## src/rtl/vga_timing_decoder_if.sv

```systemverilog
// Sync inputs and recovered timing outputs of the VGA timing decoder.
interface vga_timing_decoder_if;
    logic       HSync;
    logic       VSync;
    logic [9:0] xpos;
    logic [9:0] ypos;
    logic       de;
    logic       locked;
    logic       frame_start;
    logic [9:0] line_len;
    logic [9:0] frame_lines;
    logic       err;

    modport master (
        output HSync, VSync,
        input  xpos, ypos, de, locked, frame_start, line_len, frame_lines, err
    );

    modport slave (
        input  HSync, VSync,
        output xpos, ypos, de, locked, frame_start, line_len, frame_lines, err
    );
endinterface

```

## src/rtl/vga_timing_decoder.sv

```systemverilog
// Measures incoming HSync/VSync timing, locks after consecutive good frames and
// regenerates pixel coordinates plus a data-enable for an externally timed stream.
module vga_timing_decoder #(
    parameter logic [9:0]  HActive     = 10'd640,
    parameter logic [9:0]  HPulse      = 10'd96,
    parameter logic [9:0]  HBack       = 10'd48,
    parameter logic [9:0]  HWhole      = 10'd800,
    parameter logic [9:0]  VActive     = 10'd480,
    parameter logic [9:0]  VPulse      = 10'd2,
    parameter logic [9:0]  VBack       = 10'd33,
    parameter logic [9:0]  VWhole      = 10'd525,
    parameter int unsigned LOCK_FRAMES = 2
) (
    input logic                 clk,
    input logic                 rst_n,
    vga_timing_decoder_if.slave vif
);
    typedef enum logic [1:0] {SEARCH, VERIFY, LOCKED} state_t;

    localparam logic [9:0] HStart  = HPulse + HBack;
    localparam logic [9:0] HEnd    = HStart + HActive;
    localparam logic [9:0] VStart  = VPulse + VBack;
    localparam logic [9:0] VEnd    = VStart + VActive;
    localparam logic [2:0] LockCnt = 3'(LOCK_FRAMES);

    state_t     state, state_n;
    logic [2:0] gcnt, gcnt_n;
    logic       err_n;

    logic       hs_q, hs_d, vs_q, vs_d;
    logic [9:0] hcnt, vcnt;
    logic       vpend, bad;
    logic [9:0] xpos_q, ypos_q, line_len_q, frame_lines_q;
    logic       de_q, frame_start_q, err_q;

    logic       hf, vf, boundary, hsat, vsat, line_bad, bad_all, frame_good, act;
    logic [9:0] hcnt_inc, vcnt_inc;

    assign hf         = hs_d & ~hs_q;
    assign vf         = vs_d & ~vs_q;
    assign boundary   = hf & (vpend | vf);
    assign hsat       = (hcnt == 10'd1023);
    assign vsat       = (vcnt == 10'd1023);
    assign hcnt_inc   = hcnt + 10'd1;
    assign vcnt_inc   = vcnt + 10'd1;
    assign line_bad   = (hcnt_inc != HWhole);
    // The judged frame includes the line closed by this very edge.
    assign bad_all    = bad | line_bad;
    assign frame_good = ~bad_all & (vcnt_inc == VWhole);
    assign act        = (state == LOCKED) &&
                        (hcnt >= HStart) && (hcnt < HEnd) &&
                        (vcnt >= VStart) && (vcnt < VEnd);

    always_ff @(posedge clk) begin
        if (!rst_n) begin
            hs_q          <= 1'b1;
            hs_d          <= 1'b1;
            vs_q          <= 1'b1;
            vs_d          <= 1'b1;
            hcnt          <= '0;
            vcnt          <= '0;
            vpend         <= 1'b0;
            bad           <= 1'b0;
            line_len_q    <= '0;
            frame_lines_q <= '0;
            frame_start_q <= 1'b0;
            xpos_q        <= '0;
            ypos_q        <= '0;
            de_q          <= 1'b0;
            err_q         <= 1'b0;
            state         <= SEARCH;
            gcnt          <= '0;
        end else begin
            hs_q <= vif.HSync;
            hs_d <= hs_q;
            vs_q <= vif.VSync;
            vs_d <= vs_q;

            if (hf) begin
                hcnt       <= '0;
                line_len_q <= hcnt_inc;
                bad        <= boundary ? 1'b0 : bad_all;
            end else if (!hsat) begin
                hcnt <= hcnt_inc;
            end

            if (boundary) begin
                vcnt          <= '0;
                frame_lines_q <= vcnt_inc;
            end else if (hf && !vsat) begin
                vcnt <= vcnt_inc;
            end

            if (boundary)
                vpend <= 1'b0;
            else if (vf)
                vpend <= 1'b1;

            frame_start_q <= boundary;
            err_q         <= err_n;
            state         <= state_n;
            gcnt          <= gcnt_n;

            de_q   <= act;
            xpos_q <= act ? hcnt - HStart : '0;
            ypos_q <= act ? vcnt - VStart : '0;
        end
    end

    always_comb begin
        state_n = state;
        gcnt_n  = gcnt;
        err_n   = 1'b0;
        case (state)
            SEARCH: begin
                if (boundary) begin
                    state_n = VERIFY;
                    gcnt_n  = '0;
                end
            end
            VERIFY: begin
                if (boundary) begin
                    if (frame_good) begin
                        gcnt_n = gcnt + 3'd1;
                        if (gcnt + 3'd1 == LockCnt)
                            state_n = LOCKED;
                    end else begin
                        gcnt_n = '0;
                    end
                end
            end
            LOCKED: begin
                if ((hf && line_bad) || (boundary && (vcnt_inc != VWhole))) begin
                    err_n   = 1'b1;
                    state_n = SEARCH;
                    gcnt_n  = '0;
                end
            end
            default: begin
                state_n = SEARCH;
                gcnt_n  = '0;
            end
        endcase
        // A saturated counter means the stream is gone; it overrides any boundary.
        if (hsat || vsat) begin
            err_n   = (state == LOCKED);
            state_n = SEARCH;
            gcnt_n  = '0;
        end
    end

    assign vif.xpos        = xpos_q;
    assign vif.ypos        = ypos_q;
    assign vif.de          = de_q;
    assign vif.locked      = (state == LOCKED);
    assign vif.frame_start = frame_start_q;
    assign vif.line_len    = line_len_q;
    assign vif.frame_lines = frame_lines_q;
    assign vif.err         = err_q;
endmodule

```

## src/flat_wrapper.sv

```systemverilog
// flat-port wrapper written by rule: the top's interface ports become plain ports
module vga_timing_decoder_flat 
#(
    parameter logic [9:0]  HActive     = 10'd640,
    parameter logic [9:0]  HPulse      = 10'd96,
    parameter logic [9:0]  HBack       = 10'd48,
    parameter logic [9:0]  HWhole      = 10'd800,
    parameter logic [9:0]  VActive     = 10'd480,
    parameter logic [9:0]  VPulse      = 10'd2,
    parameter logic [9:0]  VBack       = 10'd33,
    parameter logic [9:0]  VWhole      = 10'd525,
    parameter int unsigned LOCK_FRAMES = 2
)
  (clk, rst_n, vif_HSync, vif_VSync, vif_xpos, vif_ypos, vif_de, vif_locked, vif_frame_start, vif_line_len, vif_frame_lines, vif_err);
  vga_timing_decoder_if vif_i ();
  input logic clk;
  input logic rst_n;
  input wire logic [$bits(vif_i.HSync)-1:0] vif_HSync;
  input wire logic [$bits(vif_i.VSync)-1:0] vif_VSync;
  output wire logic [$bits(vif_i.xpos)-1:0] vif_xpos;
  output wire logic [$bits(vif_i.ypos)-1:0] vif_ypos;
  output wire logic [$bits(vif_i.de)-1:0] vif_de;
  output wire logic [$bits(vif_i.locked)-1:0] vif_locked;
  output wire logic [$bits(vif_i.frame_start)-1:0] vif_frame_start;
  output wire logic [$bits(vif_i.line_len)-1:0] vif_line_len;
  output wire logic [$bits(vif_i.frame_lines)-1:0] vif_frame_lines;
  output wire logic [$bits(vif_i.err)-1:0] vif_err;
  assign vif_i.HSync = vif_HSync;
  assign vif_i.VSync = vif_VSync;
  assign vif_xpos = vif_i.xpos;
  assign vif_ypos = vif_i.ypos;
  assign vif_de = vif_i.de;
  assign vif_locked = vif_i.locked;
  assign vif_frame_start = vif_i.frame_start;
  assign vif_line_len = vif_i.line_len;
  assign vif_frame_lines = vif_i.frame_lines;
  assign vif_err = vif_i.err;
  vga_timing_decoder #(.HActive(HActive), .HPulse(HPulse), .HBack(HBack), .HWhole(HWhole), .VActive(VActive), .VPulse(VPulse), .VBack(VBack), .VWhole(VWhole), .LOCK_FRAMES(LOCK_FRAMES)) u_core (.clk(clk), .rst_n(rst_n), .vif(vif_i));
endmodule
```

## config.mk

```make
export PLATFORM = sky130hd
export DESIGN_NAME = vga_timing_decoder_flat
export DESIGN_NICKNAME = d
export VERILOG_FILES = /design/src/rtl/vga_timing_decoder_if.sv /design/src/rtl/vga_timing_decoder.sv /design/src/flat_wrapper.sv
export SDC_FILE = /design/constraint.sdc
export NUM_CORES = 1
export LEC_CHECK = 0
export BUFFER_PORTS_ARGS = -buffer_cell sky130_fd_sc_hd__buf_2
export CORE_MARGIN = 1.5
export CORE_UTILIZATION = 55
export CTS_BUF_LIST = sky130_fd_sc_hd__clkbuf_8
export CTS_CLUSTER_DIAMETER = 60
export CTS_CLUSTER_SIZE = 16
export DETAILED_ROUTE_END_ITERATION = 10
export PLACE_DENSITY = 0.77
export SYNTH_ARGS = -nofsm -noshare
export SYNTH_HDL_FRONTEND = slang
export SYNTH_SLANG_ARGS = --single-unit
```

## constraint.sdc

```tcl
create_clock -name clk -period 3.9 [get_ports clk]
set_input_delay 0.78 -clock clk [delete_from_list [all_inputs] [get_ports clk]]
set_output_delay 0.78 -clock clk [all_outputs]
set_load 0.02 [all_outputs]
```

## Word-level counts from Yosys, hierarchy flattened

Cells that the tools add are included.

| cells by class | value |
|---|---|
| add/sub/neg operators | 5 |
| $lt $le $gt $ge | 4 |
| eq/ne operators | 13 |
| muxes and demuxes | 15 |
| bitwise logic cells | 10 |
| reductions and logical operators | 17 |

Operators with widths:

| kind | number |
|---|---|
| equality test 10 bit (second input constant) | 3 |
| adder 10 x 1 -> 10 bit (second input constant) | 2 |
| less-than comparator 10 bit (second input constant) | 2 |
| inequality test 10 bit (second input constant) | 2 |
| two-way mux 3 bit | 4 |
| >= comparator 10 x 6 -> 1 bit (second input constant) | 1 |
| >= comparator 10 x 8 -> 1 bit (second input constant) | 1 |
| two-way mux 2 bit | 5 |
| inequality test 2 x 1 -> 1 bit (second input constant) | 5 |
| subtractor 10 x 6 -> 10 bit (second input constant) | 1 |
| subtractor 10 x 8 -> 10 bit (second input constant) | 1 |
| case mux 3 bit (3 select lines) | 1 |
| logical AND 1 bit | 7 |
| case mux 2 bit (3 select lines) | 1 |
| OR reduction 2 bit | 3 |
| AND reduction 5 bit | 1 |
| bitwise AND 1 bit | 4 |
| two-way mux 1 bit | 4 |
| inverter 1 bit | 4 |
| adder 3 x 1 -> 3 bit (second input constant) | 1 |
| equality test 3 x 2 -> 1 bit (second input constant) | 1 |
| AND reduction 3 bit | 1 |
| equality test 2 x 1 -> 1 bit (second input constant) | 1 |
| equality test 2 bit (second input constant) | 1 |
| 5 further kinds | 7 |

| storage, ports and cells | value |
|---|---|
| bits in registers | 74 |
| input bits | 4 |
| logic and storage cells | 81 |

## Longest topological paths before layout

Gate-level depths: netlist (run 1).

| depth | value |
|---|---|
| word-level depth | 9 |
| depth in mapped cells | 10 |
| gate-level depth less buffers | 8 |

## Worst setup path before layout (run 1)

Ideal clock, no wire load.

| path | value |
|---|---|
| kind | register to register |
| start | register u_core.hcnt[0] |
| end | register u_core.gcnt[1] |
| library setup time | 0.121 ns |
| arrival time | 2.281 ns |
| data required time | 3.779 ns |
| slack | 1.498 ns |
| stages on the path, launching flop included | 9 |
| buffers on the path | 0 |
| period minus slack after synthesis | 2.402 ns |
| path through | dfxtp_1 ha_1 and3_1 a41oi_1 o211ai_2 a2111oi_4 nor2_2 o32ai_4 mux2_4 |

| on the way | value |
|---|---|
| longest elaborated chain between the ends | 8 |

Ends and longest elaborated chain:

| item | RTL line | source |
|---|---|---|
| start: declaration | vga_timing_decoder.sv:31 | `logic [9:0] hcnt, vcnt;` |
| start signal: assignment | vga_timing_decoder.sv:84 | `hcnt <= hcnt_inc;` |
| adder 10 x 1 -> 10 bit | vga_timing_decoder.sv:44 | `assign hcnt_inc = hcnt + 10'd1;` |
| inequality test 10 bit | vga_timing_decoder.sv:46 | `assign line_bad = (hcnt_inc != HWhole);` |
| OR 1 bit | vga_timing_decoder.sv:48 | `assign bad_all = bad \| line_bad;` |
| inverter 1 bit | vga_timing_decoder.sv:49 | `assign frame_good = ~bad_all & (vcnt_inc == VWhole);` |
| bitwise AND 1 bit | vga_timing_decoder.sv:49 |  |
| two-way mux 3 bit | vga_timing_decoder.sv:123 | `if (frame_good) begin` |
| two-way mux 3 bit | vga_timing_decoder.sv:122 | `if (boundary) begin` |
| case mux 3 bit (3 select lines) | vga_timing_decoder.sv:114 | `case (state)` |
| end signal: assignment | vga_timing_decoder.sv:102 | `gcnt <= gcnt_n;` |
| end: declaration | vga_timing_decoder.sv:27 | `logic [2:0] gcnt, gcnt_n;` |

Several ways; a longest one is shown, not always the timed one. The select of a mux whose other input is x is not followed.
A chain may end at the register's enable or synchronous reset.

## Worst setup path in the final report (run 1)

Same ends and word-level chain as after synthesis.

==> results of run 1 <==
[stage by stage]
step | instance area [um^2] | power, mW
4_1_cts | 3770 | 1.53
3_3_place_gp | 3540 | 0.870
3_5_place_dp | 3540 | 0.871
2_1_floorplan | 3330 | 0.852
6_report | 3770 | 1.52
5_1_grt | 3770 | 1.58
[worst max-delay path by stage]
stage,endpoint,slack [ns],start
floorplan,u_core.gcnt[1]$_SDFFE_PP0P_,1.50,u_core.hcnt[0]$_SDFFE_PP0N_
global placement,u_core.gcnt[1]$_SDFFE_PP0P_,1.37,u_core.hcnt[0]$_SDFFE_PP0N_
detailed placement,u_core.gcnt[1]$_SDFFE_PP0P_,1.23,u_core.hcnt[0]$_SDFFE_PP0N_
CTS,u_core.gcnt[1]$_SDFFE_PP0P_,1.19,u_core.hcnt[0]$_SDFFE_PP0N_
global route,u_core.gcnt[1]$_SDFFE_PP0P_,1.02,u_core.hcnt[0]$_SDFFE_PP0N_
finish,u_core.gcnt[1]$_SDFFE_PP0P_,1.18,u_core.hcnt[0]$_SDFFE_PP0N_
[per-layer routing]
| layer | vias to the layer above | GRT usage | share of wire |
|---|---|---|---|
| met5 | - | 0 | 0 |
| met4 | 0 | 0.0793 | 0.0082 |
| met3 | 6 | 0.0449 | 0.054 |
| met2 | 76 | 0.312 | 0.45 |
| met1 | 1205 | 0.297 | 0.49 |
| li1 | 1351 | - | - |
[cells by family after synthesis]
kind of cell / Yosys count
adders and majority gates: 10
AOI/OAI and AO/OA: 54
muxes: 1
xor gates and xnor gates: 34
buffers and inverters: 44
DFF: 74
and+or+nand+nor: 166
[sequential cells by signal, indices dropped and copies added, names as in the netlist, 2 cells and up]
| signal | cells |
|---|---|
| u_core.hcnt | 10 |
| u_core.gcnt | 3 |
| u_core.vif.line_len | 10 |
| u_core.vif.ypos | 10 |
| u_core.vif.xpos | 10 |
| u_core.vcnt | 10 |
| u_core.state | 2 |
| u_core.vif.frame_lines | 10 |
[Yosys cell counts (2+ instances only)]
cell	instances
nor3_1	11
nand3_1	9
o31a_1	2
xor2_1	11
buf_4	2
o211ai_1	2
clkbuf_1	17
nand3b_1	2
buf_2	4
buf_6	3
inv_1	16
nand2b_1	12
o21ai_0	13
or4_1	2
nand2_1	30
and2_1	3
nor4_2	2
nand4_1	5
xnor2_1	23
or3_1	2
dfxtp_1	74
a21oi_1	16
ha_1	10
a21o_1	2
nor2_1	63
and3_1	4
a211oi_1	8
nor4_1	6
nor2b_1	4
[layout make-up]
class                           count  share of cell area
Timing Repair Buffer               49              0.0664
Tap cell                           75              0.0249
Clock inverter                      5              0.0206
Inverter                           17              0.0169
Multi-Input combinational cell    265               0.438
Clock buffer                       11              0.0402
Sequential cell                    74               0.393
[worst register-to-register path, cell delays in order (launching register included)]
cell,delay (ns)
dfxtp_1,0.48
ha_1,0.35
nand3_2,0.18
nor4_2,0.30
o211ai_2,0.13
a2111oi_4,0.39
nor2_2,0.12
o32ai_4,0.33
mux2_4,0.33
[power groups by stage]
stage / Clock, mW / Sequential [mW] / Combinational (mW)
floorplan: 0 / 0.803 / 0.0484
global placement: 0 / 0.797 / 0.0728
detailed placement: 0 / 0.798 / 0.0736
CTS: 0.672 / 0.780 / 0.0742
global route: 0.711 / 0.782 / 0.0821
finish: 0.667 / 0.780 / 0.0732
==> results.toml, run 1 <==
[die]
core.rowCount = 28
pin_count = 48
die_height_um = 80.8
die_x_um = 80.8
start_util = 0.566
dieArea_um2 = 6530
core_um2 = 5890

[final_layout]
final_nets = 430
syn_to_final_growth_pct = 13.1
register_area_um2 = 1480
fin_util = 0.640
drive_above_1_share = 0.185
num-fill-cells = 513
fin_cells = 496
mostFrequentLayoutCell = "dfxtp_1"
n_antenna_cell = 0
multi_input_area_um2 = 1650
final_cell_mix = "dfxtp_1, nor2_1, buf_2, nand2_1, xnor2_1"

[synthesis]
yosys.area_share.simple = 0.249
synth_top_area_cell = "dfxtp_1"
synth_warnings = 0
postSynth.asyncResetShare = 0
synthesis.area_um2 = 3330
synth-edff-count = 0
synthAdderAreaFrac = 0.0376
synthMuxAreaShare = 0.00451
syn_inst = 383
synth-seq-cells = 74
ys.flop_type = "dfxtp_1"
synth-xor-area-share = 0.0894
synth.distinct_cells = 54
synth.top_cell.area_share = 0.445
ys_seq_area_frac = 0.445
synth_top_family_by_area = "simple AND/OR/NAND/NOR gates"
synth_nets = 397
syn_area_per_cell_um2 = 8.70
synth_compound_area_frac = 0.115
synthTopCellsByArea = "dfxtp_1, nor2_1, xnor2_1, ha_1, nand2_1"

[pwr]
swShare = 0.219
p_seq_frac = 0.513
p_switching_mw = 0.333
irDropWorstVdd_mv = 0.309
pwr-share-clk = 0.439
combinationalPowerShare = 0.048
p_leak_nw = 1.57
p_per_area_nw_per_um2 = 404
internal-power_mw = 1.19

[setup_path]
max_stage_delay_ns = 0.48
r2r-start = "u_core.hcnt[0]$_SDFFE_PP0N_"
cp.arrival_ns = 2.94
cp-end-kind = "flip-flop"
critPathLaunchType = "flip-flop"
path_class = "reg -> reg"
cp_cell_sequence = "ha_1 -> nand3_2 -> nor4_2 -> o211ai_2 -> a2111oi_4 -> nor2_2 -> o32ai_4 -> mux2_4"
required_ns = 4.12
cp_num_buf_inv = 0
reg2reg_to = "u_core.gcnt[1]$_SDFFE_PP0P_"
cp_max_fo = 8
path_depth = 8
crit_slowest_cell = "dfxtp_1"
rrSetupSlack_ns = 1.18
critPathTopFamily = "compound AO/OA/AOI/OAI gates"
r2r_cells = 8

[drt]
wirelength_um = 6460
drtIter0Drc = 205
drt_pass1_iterations = 4
drc_errors = 0
postRouteAntennaNets = 0
wire_per_inst_um = 13.0
via_count = 2638
drt-vias-per-instance = 5.32

[timing]
layout_setup_ws_ns = 1.18
finalCritPeriodShare = 0.698
drv_slew = 0
worstMarginPinSlew_ns = 0.697
fin_crit_ns = 2.72
rsz0062_at_grt = "no"
setup_viol = 0
worst_hold_slack_ns = 0.431
max_freq_mhz = 367
tns_ns = 0
final_hold_viol_count = 0
clock_skew_ns = 0.0143
relSlewSlack = 0.533

[placed_design]
io_buffers = 47
gp_congestion = 0.887
pre_cts_slack_ns = 1.23
dp.cells = 480
dp_hpwl_um = 4570

[grt]
antenna_found_initial = 0
first_global_vias = 2259
overflow = 0
grtUsageTotal = 0.210
grt_pass1_wl_um = 10500
grt_max_degree = 22

[hold_path]
hp-start = "u_core.vs_q$_SDFF_PN1_"
whs_path_depth = 2
worstHoldEndpoint = "u_core.vs_d$_SDFF_PN1_"
hp-class = "reg -> reg"

[clocking]
holdBufCountCts = 0
cts_tree = "yes"
clock_sinks = 74
cts-resized-gates = 0
cts.path.max_buffers = 2
cts_made_buffers = 9
worst_skew_pair.late_latency_ns = 0.34
cts_root_buf = "clkbuf_8"
htree_levels = 3
postCtsSetupBuffers = 0
clk_pin_slew_ns = 0.07

[run]
drv_cap = 0

[status]
status = "complete, no violations"
No activity file was read; power rests on OpenSTA's default activity.
==> inputs of run 2 (changes only) <==
clock period = 2.65 ns   (was 3.9 ns; I/O delays follow)
==> run 2 against run 1 <==
Combinational power increased by 69%. Sequential power is 46% higher. Worst setup slack worse by 1.0 ns. Via count grew 2.4%. Critical path type unchanged. Largest power group is now the clock network. Highest routed layer unchanged.
==> results.toml, run 2 (same netlist as run 1, synthesis figures left out) <==
[status]
status = "complete, no violations"

[die]
die_height_um = 80.8
core.rowCount = 28
pin_count = 48
core_um2 = 5890
dieArea_um2 = 6530
start_util = 0.566
die_x_um = 80.8

[setup_path]
cp.arrival_ns = 2.72
required_ns = 2.88
cp_max_fo = 7
cp-end-kind = "flip-flop"
critPathLaunchType = "flip-flop"
path_class = "reg -> reg"

[timing]
rsz0062_at_grt = "no"
worstMarginPinSlew_ns = 0.588
fin_crit_ns = 2.49
max_freq_mhz = 401
final_hold_viol_count = 0
tns_ns = 0
relSlewSlack = 0.605
clock_skew_ns = 0.0114
layout_setup_ws_ns = 0.157
setup_viol = 0
finalCritPeriodShare = 0.941
drv_slew = 0
worst_hold_slack_ns = 0.361

[grt]
grt_pass1_wl_um = 11100
grt.busiest_layer = "met2"
grtUsageTotal = 0.222
first_global_vias = 2399
antenna_found_initial = 0
grt_max_degree = 18
overflow = 0
use_met2 = 0.342
met1_usage = 0.292
use_met3 = 0.0472

[drt]
wire_per_inst_um = 13.6
drc_errors = 0
via_count = 2700
drt-vias-per-instance = 5.33
wirelength_um = 6880
drt_pass1_iterations = 4
postRouteAntennaNets = 0
drtIter0Drc = 161

[clocking]
clk_pin_slew_ns = 0.07
cts_tree = "yes"
cts.path.max_buffers = 2
postCtsSetupBuffers = 0
worst_skew_pair.late_latency_ns = 0.35
cts_root_buf = "clkbuf_8"
cts_made_buffers = 9
htree_levels = 3
clock_sinks = 74

[placed_design]
gp_congestion = 0.809
placed_area_um2 = 3620
dp.cells = 491
dp_hpwl_um = 4880
io_buffers = 47
pre_cts_slack_ns = 0.142

[final_layout]
mostFrequentLayoutCell = "dfxtp_1"
fin_util = 0.661
final_cell_mix = "dfxtp_1, nor2_1, buf_2, nand2_1, xnor2_1"
final_nets = 441
num-fill-cells = 492
syn_to_final_growth_pct = 16.8
n_antenna_cell = 0
drive_above_1_share = 0.211
fin_cells = 507
fin_area_um2 = 3890

[pwr]
p_per_area_nw_per_um2 = 620
irDropWorstVdd_mv = 0.440
finalPower_mw = 2.41
p_leak_nw = 1.64

[hold_path]
hp-class = "in -> reg"

[run]
drv_cap = 0
run 2: cell types whose count changed in the layout (fill, tap and decap cells not counted), sizes merged:
cell,change
buf,+11
clkbuf,-2
clkinv,-1
inv,+1
bufinv,+2
run 2: worst paths after layout:
kind	start	endpoint	slack, ns	depth (start not counted)
setup / recovery	u_core.hcnt[5]$_SDFFE_PP0N_	u_core.gcnt[1]$_SDFFE_PP0P_	0.16	8
hold reg to reg	u_core.vs_q$_SDFF_PN1_	u_core.vs_d$_SDFF_PN1_	0.42	2
hold / removal	vif_VSync	u_core.vs_q$_SDFF_PN1_	0.36	2
setup reg to reg	u_core.hcnt[5]$_SDFFE_PP0N_	u_core.gcnt[1]$_SDFFE_PP0P_	0.16	8
run 2: worst max-delay path, cell delays in order (launching register included):
cell and delay, ns:
dfxtp_1 0.43, ha_1 0.24, nand3_1 0.16, nor4_2 0.23, o211ai_2 0.13, a2111oi_4 0.40, nor2_2 0.13, o32ai_4 0.34
mux2_4 0.32
run 2: layout make-up:
type,count,area [um^2],area share
Tap cell,75,93.8,0.0241
Timing Repair Buffer,60,333,0.0856
Clock inverter,7,141,0.0363
Inverter,17,63.8,0.0164
Clock buffer,9,124,0.0318
Multi-Input combinational cell,265,1650,0.425
Sequential cell,74,1480,0.381
run 2: layer usage:
layer,vias to the layer above,share of wire
met1,1231,0.47
li1,1369,-
met2,87,0.45
met4,0,0.022
met3,13,0.061
met5,-,0
run 2: report_power, final:
part | total [mW] | switching, mW | internal (mW) | leakage [nW]
logic | 0.124 | 0.0809 | 0.0428 | 0.908
registers | 1.14 | 0.0113 | 1.13 | 0.600
clock network | 1.15 | 0.423 | 0.722 | 0.135
total | 2.41 | 0.515 | 1.90 | 1.64
run 2: timing repair:
action                     CTS  global route
setup endpoints to repair    0             1
hold buffers                 0             0
gates resized for setup      0             2
==> inputs of run 3 (changes only) <==
ABC_AREA = 1   (was default)
==> run 3 against run 2 <==
Non-clock buffer count down 10. Critical endpoint is now u_core.gcnt[2]$_SDFFE_PP0P_. Critical path depth up 3. Routed wire length down 1.2%. Final area down 4.7%. Largest power group is now sequential cells. Highest routed layer unchanged. Die area down 2.5%. Worst hold slack better by 0.0051 ns.
==> results.toml, run 3 <==
[drt]
wire_per_inst_um = 12.1
via_count = 2866
wirelength_um = 6800
drtIter0Drc = 158
drt_pass1_iterations = 4
postRouteAntennaNets = 0
drt-vias-per-instance = 5.11
drc_errors = 0

[timing]
clock_skew_ns = 0.00668
relSlewSlack = 0.631
final_hold_viol_count = 0
worst_hold_slack_ns = 0.366
tns_ns = 0
finalCritPeriodShare = 0.779
rsz0062_at_grt = "no"
max_freq_mhz = 484
worstMarginPinSlew_ns = 0.551
setup_viol = 0
fin_crit_ns = 2.07
drv_slew = 0

[final_layout]
final_cell_mix = "nand2_1, dfxtp_1, inv_1, buf_2, nor2_1"
fin_cells = 561
mostFrequentLayoutCell = "nand2_1"
final_nets = 499
drive_above_1_share = 0.211
fin_area_um2 = 3710
n_antenna_cell = 0
syn_to_final_growth_pct = 14.3

[placed_design]
placed_area_um2 = 3560
io_buffers = 47
gp_congestion = 0.881
dp.cells = 546
dp_hpwl_um = 5120

[clocking]
clock_sinks = 74
postCtsSetupBuffers = 0
worst_skew_pair.late_latency_ns = 0.35
cts_tree = "yes"
clk_pin_slew_ns = 0.07
holdBufCountCts = 0
htree_levels = 3
cts_made_buffers = 9
cts.path.max_buffers = 2
cts_root_buf = "clkbuf_8"
cts-resized-gates = 0

[grt]
grt_max_degree = 20
antenna_found_initial = 0
grtUsageTotal = 0.226
grt_pass1_wl_um = 11000
first_global_vias = 2417
overflow = 0

[synthesis]
yosysMostFrequentCell = "nand2_1"
synth-seq-cells = 74
synth.distinct_cells = 31
syn_inst = 431
synth_nets = 445
synth.top_cell.area_share = 0.457
ys.flop_type = "dfxtp_1"
yosys-top-cells-count = "nand2_1, dfxtp_1, inv_1, nor2_1, o21ai_0"
synth_top_area_cell = "dfxtp_1"
synthesis.area_um2 = 3240
ys_seq_area_frac = 0.457
synth-edff-count = 0
synthTopCellsByArea = "dfxtp_1, nand2_1, inv_1, o21ai_0, nor2_1"
synth_warnings = 0
syn_area_per_cell_um2 = 7.52
postSynth.asyncResetShare = 0

[setup_path]
rrSetupSlack_ns = 0.58
cp.arrival_ns = 2.34
crit_slowest_cell = "dfxtp_1"
cp_cell_sequence = "ha_1 -> inv_1 -> nor2_2 -> nand3_2 -> nand2_1 -> nand3_1 -> nor2_1 -> nand2_1 -> nor3_2 -> nand3b_1 -> a21oi_1"
cp-startpoint = "u_core.vcnt[0]$_SDFFE_PP0P_"
cp_max_fo = 6
worstSetupEndpoint = "u_core.gcnt[2]$_SDFFE_PP0P_"
cp-end-kind = "flip-flop"
r2r-start = "u_core.vcnt[0]$_SDFFE_PP0P_"
critPathLaunchType = "flip-flop"
r2r_cells = 11
max_stage_delay_ns = 0.45
path_class = "reg -> reg"
reg2reg_to = "u_core.gcnt[2]$_SDFFE_PP0P_"
required_ns = 2.92
cpMostUsedCell = "nand2_1"

[die]
dieArea_um2 = 6370
start_util = 0.578
core_um2 = 5610
pin_count = 48
core.rowCount = 27
die_height_um = 79.8
die_x_um = 79.8

[pwr]
irDropWorstVdd_mv = 0.390
p_leak_nw = 1.77
p_per_area_nw_per_um2 = 550

[status]
status = "complete, no violations"

[hold_path]
hp-class = "in -> reg"

[run]
drv_cap = 0
[run 3: cell count changes after synthesis, moves of 7 or more]
cell,before,now
nand2_1,30,93
a21oi_1,16,27
nand3_1,9,20
nor2_1,63,41
nand2_2,0,11
nor2_2,1,8
nand2b_1,12,0
xor2_1,11,3
inv_1,16,50
xnor2_1,23,1
o21ai_0,13,36
clkbuf_1,17,2
[run 3: worst min path at each step]
stage                            from  slack [ns]                      to  cells after the start
6_report                    vif_VSync        0.37  u_core.vs_q$_SDFF_PN1_                      2
4_1_cts                     vif_VSync        0.35  u_core.vs_q$_SDFF_PN1_                      2
3_5_place_dp   u_core.vs_q$_SDFF_PN1_        0.41  u_core.vs_d$_SDFF_PN1_                      2
5_1_grt                     vif_HSync        0.36  u_core.hs_q$_SDFF_PN1_                      2
3_3_place_gp   u_core.vs_q$_SDFF_PN1_        0.40  u_core.vs_d$_SDFF_PN1_                      2
2_1_floorplan  u_core.vs_q$_SDFF_PN1_        0.39  u_core.vs_d$_SDFF_PN1_                      2
[run 3: layout make-up]
class                      count  area, um^2
inverter                      59         221
tap                           72        90.1
clock buffer                   9         124
fill                         501        1900
sequential                    74        1480
multi-input combinational    291        1510
timing repair buffer          50         258
clock inverter                 6        27.5
[run 3: layer usage]
metal  part of all wire  wire length [um]  vias up  GRT usage
li1                   -                 -     1497          -
met1               0.50              3430     1294      0.318
met2               0.43              2950       62      0.333
met3              0.041               279       13     0.0354
met4              0.021               144        0      0.119
met5                  0                 0        -          0
[run 3: critical path: cells and delay by family, from the launching register on]
family / cells / cell delay (ns)
buffers and inverters: 1 / 0.08
AND/OR/NAND/NOR: 8 / 1.04
adder cells (fa/ha/maj): 1 / 0.26
flip-flops: 1 / 0.45
AO/OA/AOI/OAI: 1 / 0.16
[run 3: logic make-up (layout without fill, tap and decap cells)]
| logic type | after synthesis | after routing | synth area share |
|---|---|---|---|
| adders and majority gates | 10 | 10 | 0.0386 |
| and+or+nand+nor | 202 | 202 | 0.291 |
| xor gates and xnor gates | 4 | 4 | 0.0108 |
| DFF | 74 | 74 | 0.457 |
| buffers and inverters | 66 | 124 | 0.0791 |
| AOI/OAI and AO/OA | 75 | 75 | 0.124 |
[run 3: per-stage QoR]
| stage | worst slack, ns | total power, mW | utilization |
|---|---|---|---|
| floorplan | 0.854 | 1.30 | - |
| global placement | 0.641 | 1.35 | 0.634 |
| detailed placement | 0.603 | 1.35 | 0.634 |
| CTS | 0.585 | 2.05 | 0.661 |
| global route | 0.350 | 2.12 | 0.661 |
| finish | 0.585 | 2.04 | 0.661 |
[run 3: power breakdown]
group          internal, mW  total, mW  switching [mW]
combinational        0.0537      0.163           0.109
sequential             1.14       1.17          0.0289
clock                 0.321      0.707           0.387
total                  1.51       2.04           0.525
